--- config.mk ---
export PLATFORM = sky130hd
export DESIGN_NAME = instruction_fetch
export DESIGN_NICKNAME = d
export VERILOG_FILES = /design/src/rtl/instruction_fetch_pkg.sv /design/src/rtl/instruction_fetch_next_pc_calc.sv /design/src/rtl/instruction_fetch.sv
export SDC_FILE = /design/constraint.sdc
export NUM_CORES = 1
export LEC_CHECK = 0
export ABC_AREA = 1
export ABC_CLOCK_PERIOD_IN_PS = 6250
export BUFFER_PORTS_ARGS = -buffer_cell sky130_fd_sc_hd__clkbuf_2
export CAP_MARGIN = 15
export CORE_UTILIZATION = 40
export CTS_CLUSTER_SIZE = 12
export DETAILED_ROUTE_END_ITERATION = 8
export GPL_ROUTABILITY_DRIVEN = 0
export HOLD_SLACK_MARGIN = 0.06
export PLACE_DENSITY = 0.72
export REMOVE_ABC_BUFFERS = 1
export SLEW_MARGIN = 20
export SYNTH_ARGS = -nofsm -noshare
export SYNTH_HDL_FRONTEND = slang
export SYNTH_HIERARCHICAL = 1
export SYNTH_SLANG_ARGS = --single-unit
export TNS_END_PERCENT = 50
--- constraint.sdc ---
create_clock -name clk -period 6.25 [get_ports clk]
set_input_delay 0.625 -clock clk [delete_from_list [all_inputs] [get_ports clk]]
set_output_delay 0.625 -clock clk [all_outputs]
set_load 0.02 [all_outputs]
--- src/rtl/instruction_fetch_pkg.sv ---
// Shared definitions for the fetch/decode slice: FSM states, opcodes, ALU codes.
package instruction_fetch_pkg;

   localparam logic [31:0] ResetPcDefault = 32'h0000_0000;

   typedef enum logic [1:0] {
      StIdle  = 2'd0,
      StReq   = 2'd1,
      StIssue = 2'd2
   } fetch_state_e;

   localparam logic [5:0] OpLw   = 6'h23;
   localparam logic [5:0] OpSw   = 6'h2b;
   localparam logic [5:0] OpJ    = 6'h02;
   localparam logic [5:0] OpJal  = 6'h03;
   localparam logic [5:0] OpBeq  = 6'h04;
   localparam logic [5:0] OpBne  = 6'h05;
   localparam logic [5:0] OpXori = 6'h0e;
   localparam logic [5:0] OpAddi = 6'h08;

   typedef enum logic [2:0] {
      AluAdd = 3'd0,
      AluSub = 3'd1,
      AluAnd = 3'd2,
      AluOr  = 3'd3,
      AluXor = 3'd4,
      AluSlt = 3'd5
   } alu_op_e;

endpackage

--- src/rtl/instruction_fetch_next_pc_calc.sv ---
// Combinational next-PC selection: register jump, absolute jump, taken branch, sequential.
module next_pc_calc #(
   parameter int unsigned ADDR_W = 32
) (
   input  logic [ADDR_W-1:0] pc_plus4_i,
   input  logic [25:0]       instr_idx_i,
   input  logic              jump_i,
   input  logic              jump_link_i,
   input  logic              jump_reg_i,
   input  logic              branch_e_i,
   input  logic              branch_ne_i,
   input  logic              alu_zero_i,
   input  logic [ADDR_W-1:0] jr_target_i,
   output logic [ADDR_W-1:0] next_pc_o
);

   logic              br_taken;
   logic [ADDR_W-1:0] br_off;
   logic [ADDR_W-1:0] jmp_tgt;

   always_comb begin
      // Both branch flavours asserted together collapse to "always taken".
      br_taken = (branch_e_i & alu_zero_i) | (branch_ne_i & ~alu_zero_i);
      br_off   = {{(ADDR_W-18){instr_idx_i[15]}}, instr_idx_i[15:0], 2'b00};
      jmp_tgt  = {pc_plus4_i[ADDR_W-1:28], instr_idx_i, 2'b00};

      if (jump_reg_i) begin
         next_pc_o = {jr_target_i[ADDR_W-1:2], 2'b00};
      end else if (jump_i || jump_link_i) begin
         next_pc_o = jmp_tgt;
      end else if (br_taken) begin
         next_pc_o = pc_plus4_i + br_off;
      end else begin
         next_pc_o = pc_plus4_i;
      end
   end

endmodule

--- src/rtl/instruction_fetch.sv ---
// Single-outstanding instruction fetch unit: request, capture, hold until decode accepts.
module instruction_fetch
   import instruction_fetch_pkg::*;
#(
   parameter logic [31:0] RESET_PC = ResetPcDefault,
   parameter int unsigned ADDR_W   = 32
) (
   input  logic              clk,
   input  logic              rst_n,
   output logic              imem_req_o,
   output logic [ADDR_W-1:0] imem_addr_o,
   input  logic              imem_ack_i,
   input  logic [31:0]       imem_rdata_i,
   output logic [31:0]       instr_o,
   output logic [5:0]        op_o,
   output logic              instr_valid_o,
   input  logic              instr_ready_i,
   output logic [ADDR_W-1:0] pc_plus4_o,
   input  logic              jump_i,
   input  logic              jump_link_i,
   input  logic              jump_reg_i,
   input  logic              branch_e_i,
   input  logic              branch_ne_i,
   input  logic              alu_zero_i,
   input  logic [ADDR_W-1:0] jr_target_i,
   output logic              pc_misalign_o
);

   localparam logic [ADDR_W-1:0] ResetPc = RESET_PC[ADDR_W-1:0];
   localparam logic [ADDR_W-1:0] PcStep  = ADDR_W'(4);

   fetch_state_e      state_q, state_d;
   logic [ADDR_W-1:0] pc_q, pc_d;
   logic [31:0]       instr_q, instr_d;
   logic              misalign_q, misalign_d;
   logic [ADDR_W-1:0] pc_plus4;
   logic [ADDR_W-1:0] next_pc;
   logic              handshake;
   logic              capture;

   assign pc_plus4  = pc_q + PcStep;
   assign handshake = (state_q == StIssue) & instr_ready_i;
   assign capture   = (state_q == StReq) & imem_ack_i;

   next_pc_calc #(
      .ADDR_W(ADDR_W)
   ) u_next_pc_calc (
      .pc_plus4_i  (pc_plus4),
      .instr_idx_i (instr_q[25:0]),
      .jump_i      (jump_i),
      .jump_link_i (jump_link_i),
      .jump_reg_i  (jump_reg_i),
      .branch_e_i  (branch_e_i),
      .branch_ne_i (branch_ne_i),
      .alu_zero_i  (alu_zero_i),
      .jr_target_i (jr_target_i),
      .next_pc_o   (next_pc)
   );

   always_ff @(posedge clk or negedge rst_n) begin
      if (!rst_n) begin
         state_q <= StIdle;
      end else begin
         state_q <= state_d;
      end
   end

   always_comb begin
      state_d = state_q;
      unique case (state_q)
         StIdle:  state_d = StReq;
         StReq:   if (imem_ack_i) state_d = StIssue;
         StIssue: if (instr_ready_i) state_d = StReq;
         default: state_d = StIdle;
      endcase
   end

   always_comb begin
      imem_req_o    = (state_q == StReq);
      instr_valid_o = (state_q == StIssue);
   end

   // Redirect inputs only matter on the handshake edge; otherwise the PC holds.
   always_comb begin
      pc_d       = handshake ? next_pc : pc_q;
      instr_d    = capture ? imem_rdata_i : instr_q;
      misalign_d = handshake & jump_reg_i & (|jr_target_i[1:0]);
   end

   always_ff @(posedge clk or negedge rst_n) begin
      if (!rst_n) begin
         pc_q       <= ResetPc;
         instr_q    <= '0;
         misalign_q <= 1'b0;
      end else begin
         pc_q       <= pc_d;
         instr_q    <= instr_d;
         misalign_q <= misalign_d;
      end
   end

   assign imem_addr_o   = pc_q;
   assign instr_o       = instr_q;
   assign op_o          = instr_q[31:26];
   assign pc_plus4_o    = pc_plus4;
   assign pc_misalign_o = misalign_q;

endmodule

---- Word-level counts from Yosys, hierarchy flattened ----
Index checks and enable logic that the tools add are counted.
cells by class
  add/sub/neg operators ................... 2
  eq/ne operators ......................... 4
  multiplexer cells ....................... 6
  bitwise logic cells ..................... 8
  reductions and logical operators ........ 4
operator list
  cell                                                             count
  32-bit 2-to-1 mux                                                3
  32-bit by 3-bit adder with 32-bit output, second input constant  1
  32-bit adder                                                     1
  1-bit AND                                                        6
  2-bit one-hot mux with 3 select lines                            1
  2-bit 2-to-1 mux                                                 2
  2-bit by 1-bit != test with 1-bit output, second input constant  2
  2-bit by 1-bit == test with 1-bit output, second input constant  1
  2-bit == test, second input constant                             1
  2-bit zero test                                                  1
  2-bit AND reduction                                              1
  2-bit OR reduction                                               1
  1-bit logical OR                                                 1
  1-bit inverter                                                   1
  1-bit bitwise OR                                                 1
word-level totals
  register bits after elaboration ......... 67
  input bits .............................. 74
  output and inout bits ................... 105
  logic and storage cells ................. 28

---- Longest topological paths before layout ----
  depth after elaboration ................. 6
  gate-level depth with buffers ........... 24
  depth with buffers taken out ............ 24

---- By module ----
Netlist, hierarchy kept.
modules (own cells, without submodules)
  module             times used  cells each  area an instance (um^2)  sequential area each (um^2)
  instruction_fetch  1           463         3558.4                   1676.6
  next_pc_calc       1           581         2919.0                   0.0

---- Worst setup path before layout ----
Ideal clock, no wire load.
  kind .................................... register to register
  start ................................... register pc_q[3], in the netlist imem_addr_o[3]
  end ..................................... register pc_q[31], in the netlist imem_addr_o[31]
  setup time .............................. 124 ps
  arrival time ............................ 3011 ps
  path slack .............................. 3115 ps
  stages on the path, launching flop included .. 22
  path buffers ............................ 0
  period minus slack after synthesis ...... 3135 ps
  cell sequence ........................... dfrtp_1 > ha_1 > nand2_1 > nor2_2 > nand2_2 > nor2_2 > xor2_1 > ha_1 > nand2_1 > inv_1 > nand2_1 > nand2_1 > a21oi_1 > nand2_2 > nand2_1 > nand2_1 > nand2_1 > nand4_1 > nand3_1 > nand2_1 > nor2_1 > a21oi_1
between the ends
  cells in the longest elaborated chain, start to end .. 5
RTL lines
  item                                      line                                  text
  start: declaration                        instruction_fetch.sv:33               logic [ADDR_W-1:0] pc_q, pc_d;
  start signal: assignment                  instruction_fetch.sv:92               pc_q <= ResetPc;
  start signal: assignment                  instruction_fetch.sv:96               pc_q <= pc_d;
  32-bit by 3-bit adder with 32-bit output  instruction_fetch.sv:41               assign pc_plus4 = pc_q + PcStep;
  named net pc_plus4_o[14]                  instruction_fetch.sv:18               output logic [ADDR_W-1:0] pc_plus4_o,
  32-bit adder                              instruction_fetch_next_pc_calc.sv:32  next_pc_o = pc_plus4_i + br_off;
  32-bit 2-to-1 mux                         instruction_fetch_next_pc_calc.sv:31  end else if (br_taken) begin
  32-bit 2-to-1 mux                         instruction_fetch_next_pc_calc.sv:29  end else if (jump_i || jump_link_i) begin
  32-bit 2-to-1 mux                         instruction_fetch_next_pc_calc.sv:27  if (jump_reg_i) begin
  named net next_pc[31]                     instruction_fetch.sv:37               logic [ADDR_W-1:0] next_pc;
The timed path passes the listed nets, and every way through them passes these cells.
A chain may end at the register's enable or synchronous reset.

---- Final worst setup path ----
  start ................................... register pc_q[3], in the netlist imem_addr_o[3]
  end ..................................... register pc_q[20], in the netlist imem_addr_o[20]
between the ends
  cells in the longest elaborated chain, start to end .. 5
RTL lines
  item                                        line
  32-bit by 3-bit adder with 32-bit output *  instruction_fetch.sv:41
  32-bit adder                                instruction_fetch_next_pc_calc.sv:32
  32-bit 2-to-1 mux *                         instruction_fetch_next_pc_calc.sv:31
  32-bit 2-to-1 mux *                         instruction_fetch_next_pc_calc.sv:29
  32-bit 2-to-1 mux *                         instruction_fetch_next_pc_calc.sv:27
  named net next_pc[20]                       instruction_fetch.sv:37
Mark *: on every way through the listed nets, which the timed path passes. The rest lies on a longest branch.

==> impl_metrics.csv <==
group,metric,value,unit
sta,period_share,55.0,%
clocking,cts.path.max_buffers,2,
layout,drive_gt1_share,20.7,%
sta,setup_viol,0,
power_and_ir_drop,ir_drop,0.250,mV
logic_synthesis,synth_cell_types,41,
placement,io_buffers,178,
floorplanning,die_w,129,µm
detailed_routing,via_count,7379,
clocking,htree_levels,3,
layout,layout.nets,1300,
clocking,post_cts_buffers,0,
status,status,"completed",
detailed_routing,first_pass_iters,5,
sta,final.setup.tns,0,ps
logic_synthesis,synth.avg_cell_area,6.20,µm²
floorplanning,start_util,40.9,%
power_and_ir_drop,powerDensity,556,mW/mm²
worst_setup_path,arrival,3700,ps
worst_setup_path,endpoint_kind,"flop",
worst_setup_path,crit_path_frequent_cell,"nand2_1",
power_and_ir_drop,leakagePower,0.00428,µW
clocking,cts-resized-gates,0,
layout,fin_cells,1414,
layout,design_area,0.00770,mm²
worst_setup_path,path_class,"flop to flop",
min_path,hold_class,"input port to asynchronous set/reset pin",
worst_setup_path,cp_slowest_cell,"nor4_1",
logic_synthesis,synth_top_area_share,25.9,%
detailed_routing,drtAntennaViolNets,0,
clocking,cts_tree,"built",
sta,finalClockSkew,4.99,ps
logic_synthesis,ys.flop_type,"dfrtp_1",
layout,n_antenna_cell,0,
logic_synthesis,synth-warning-count,6,
worst_setup_path,path_delay_family,"simple AND/OR/NAND/NOR gates",
detailed_routing,drcViolationCount,0,
detailed_routing,routedWlPerCell,15.5,µm
worst_setup_path,path_buf_inv,0,
clocking,clkSlewWorstSetupHoldPaths,50,ps
sta,max_freq,0.291,GHz
logic_synthesis,ys_ff_latch,67,
worst_setup_path,worstPathRequired,6510,ps
worst_setup_path,path_cells,"ha_1, nand2_1, nor2_2, nand2_2, nor2_4, xor2_1, ha_1, nand2_1, nor4_1, nand2_1, nand2_1, nand2_1, nand3_1, nand2_1, a21oi_2, nand3_1, nand2_1",
logic_synthesis,synth-edff-count,0,
worst_setup_path,worstPathMaxFanout,5,
sta,worst-slew-pin-transition,882,ps
sta,period_needed,3440,ps
floorplanning,pin_count,179,
worst_setup_path,start_kind,"flop",
floorplanning,rows,46,
floorplanning,fp.dieH,129,µm
placement,postPlaceCellArea,0.00743,mm²
logic_synthesis,synth_area,0.00648,mm²
power_and_ir_drop,power,4280,µW
clocking,root_buffer,"clkbuf_16",
floorplanning,die_area,0.0167,mm²
clocking,numCtsBuffers,9,
logic_synthesis,synth_cells,1044,
worst_setup_path,r2r_setup_slack,2810,ps
global_routing,grt_usage,26.5,%
sta,hold_viol_final,0,
global_routing,grt_max_degree,68,
sta,final_max_slew_viol_count,0,
logic_synthesis,synth_area_leaders,"dfrtp_1 26%, nand2_1 22%, nand3_1 7.8%, a21oi_1 7.0%, nor2_1 6.2%",
global_routing,first_global_vias,6533,
sta,max-slew-margin-rel,41.2,%
logic_synthesis,synthArstFlopShare,100,%
global_routing,antenna_found_initial,0,
detailed_routing,viasPerCell,5.22,
job,maxCapViolCount,0,
global_routing,grt_overflow,0,
sta,rsz0062_at_grt,"false",
floorplanning,coreArea,0.0158,mm²
clocking,insertion_delay,330,ps
detailed_routing,wl,21800,µm
layout,syn_to_final_growth,18.9,%
logic_synthesis,yosysMostFrequentCell,"nand2_1",
clocking,clock-sinks,67,
global_routing,grt_pass1_wl,34300,µm
logic_synthesis,yosys.area.top_type,"dfrtp_1",
placement,post-place-cells,1400,
worst_setup_path,crit_path_max_incr_delay,630,ps
logic_synthesis,yosysSeqAreaShare,25.9,%
placement,post-dp-hpwl,17200,µm
detailed_routing,first_iter_violations,670,
clocking,cts_hold_buf,0,
logic_synthesis,synth_commonest_cells,"385 x nand2_1, 107 x nor2_1, 101 x nand3_1",
## placed cells by master, fill, tap and decap left out, types with 2 or more instances in the layout
cell,instances
nor2_2,14
inv_1,75
xnor2_1,6
nand2_1,384
and2_1,5
nor2_4,7
clkbuf_8,2
nor4_1,2
nor2_8,3
a21oi_1,90
nor3_1,4
nor2_1,106
nand2_2,15
clkbuf_16,9
dfrtp_1,67
a21oi_2,3
clkbuf_2,177
ha_1,30
o21ai_2,2
o21ai_1,7
buf_4,4
nand3_1,101
inv_2,4
o21ai_0,18
xor2_1,16
a21o_1,4
o211ai_1,4
nand3b_1,9
o21bai_1,7
nand4_1,10
## area by class of cell
| cell class | instances | area, µm² |
|---|---|---|
| Fill cell | 1630 | 8130 |
| Multi-Input combinational cell | 856 | 4270 |
| Sequential cell | 67 | 1680 |
| Timing Repair Buffer | 182 | 921 |
| Inverter | 79 | 297 |
| Tap cell | 216 | 270 |
| Clock buffer | 12 | 256 |
| Clock inverter | 2 | 12.5 |
## flip-flops by register name, summed over array words and instances (netlist names)
name and flops:
pc_misalign_o 1, instr_o 32, state_q 2, imem_addr_o 32
## cells by family after synthesis
| logic type | synth area share (%) |
|---|---|
| AO/OA/AOI/OAI | 11.6 |
| XOR/XNOR | 3.23 |
| adder cells (fa/ha/maj) | 6.10 |
| buffers and inverters | 8.34 |
| flip-flops | 25.9 |
| AND/OR/NAND/NOR | 44.8 |
## per-layer routing
metal | wire, µm | part of all wire (%) | track usage (%) | vias to the layer above
li1 | - | - | - | 3674
met1 | 9750 | 45 | 36.9 | 3377
met2 | 9950 | 46 | 41.9 | 283
met3 | 1540 | 7.0 | 3.80 | 45
met4 | 614 | 2.8 | 9.41 | 0
met5 | 0 | 0 | 0 | -
## stage by stage
stage               hold slack [ps]  util (%)  setup slack [ps]
floorplan                       329         -              3070
CTS                             498      48.6              2870
global route                    521      48.6              2590
finish                          459      48.6              2810
global placement                481      46.9              2900
detailed placement              484      46.9              2880
## power breakdown
part	total [µW]	switching (µW)	internal, µW
Sequential	916	292	624
Combinational	2900	1970	936
Clock	459	175	285
Total	4280	2430	1840
## worst paths after layout
kind / from / endpoint / depth (start not counted)
worst max register to register: imem_addr_o[3] / imem_addr_o[20] / 17
worst max-delay path: imem_addr_o[3] / imem_addr_o[20] / 17
min in group clk: instr_o[26] / instr_o[26] / 2
worst min register to register: instr_o[26] / instr_o[26] / 2
max in group asynchronous: rst_n / imem_addr_o[20] / 2
worst min-delay path: rst_n / imem_addr_o[31] / 2
No activity file was read; power rests on OpenSTA's default activity.
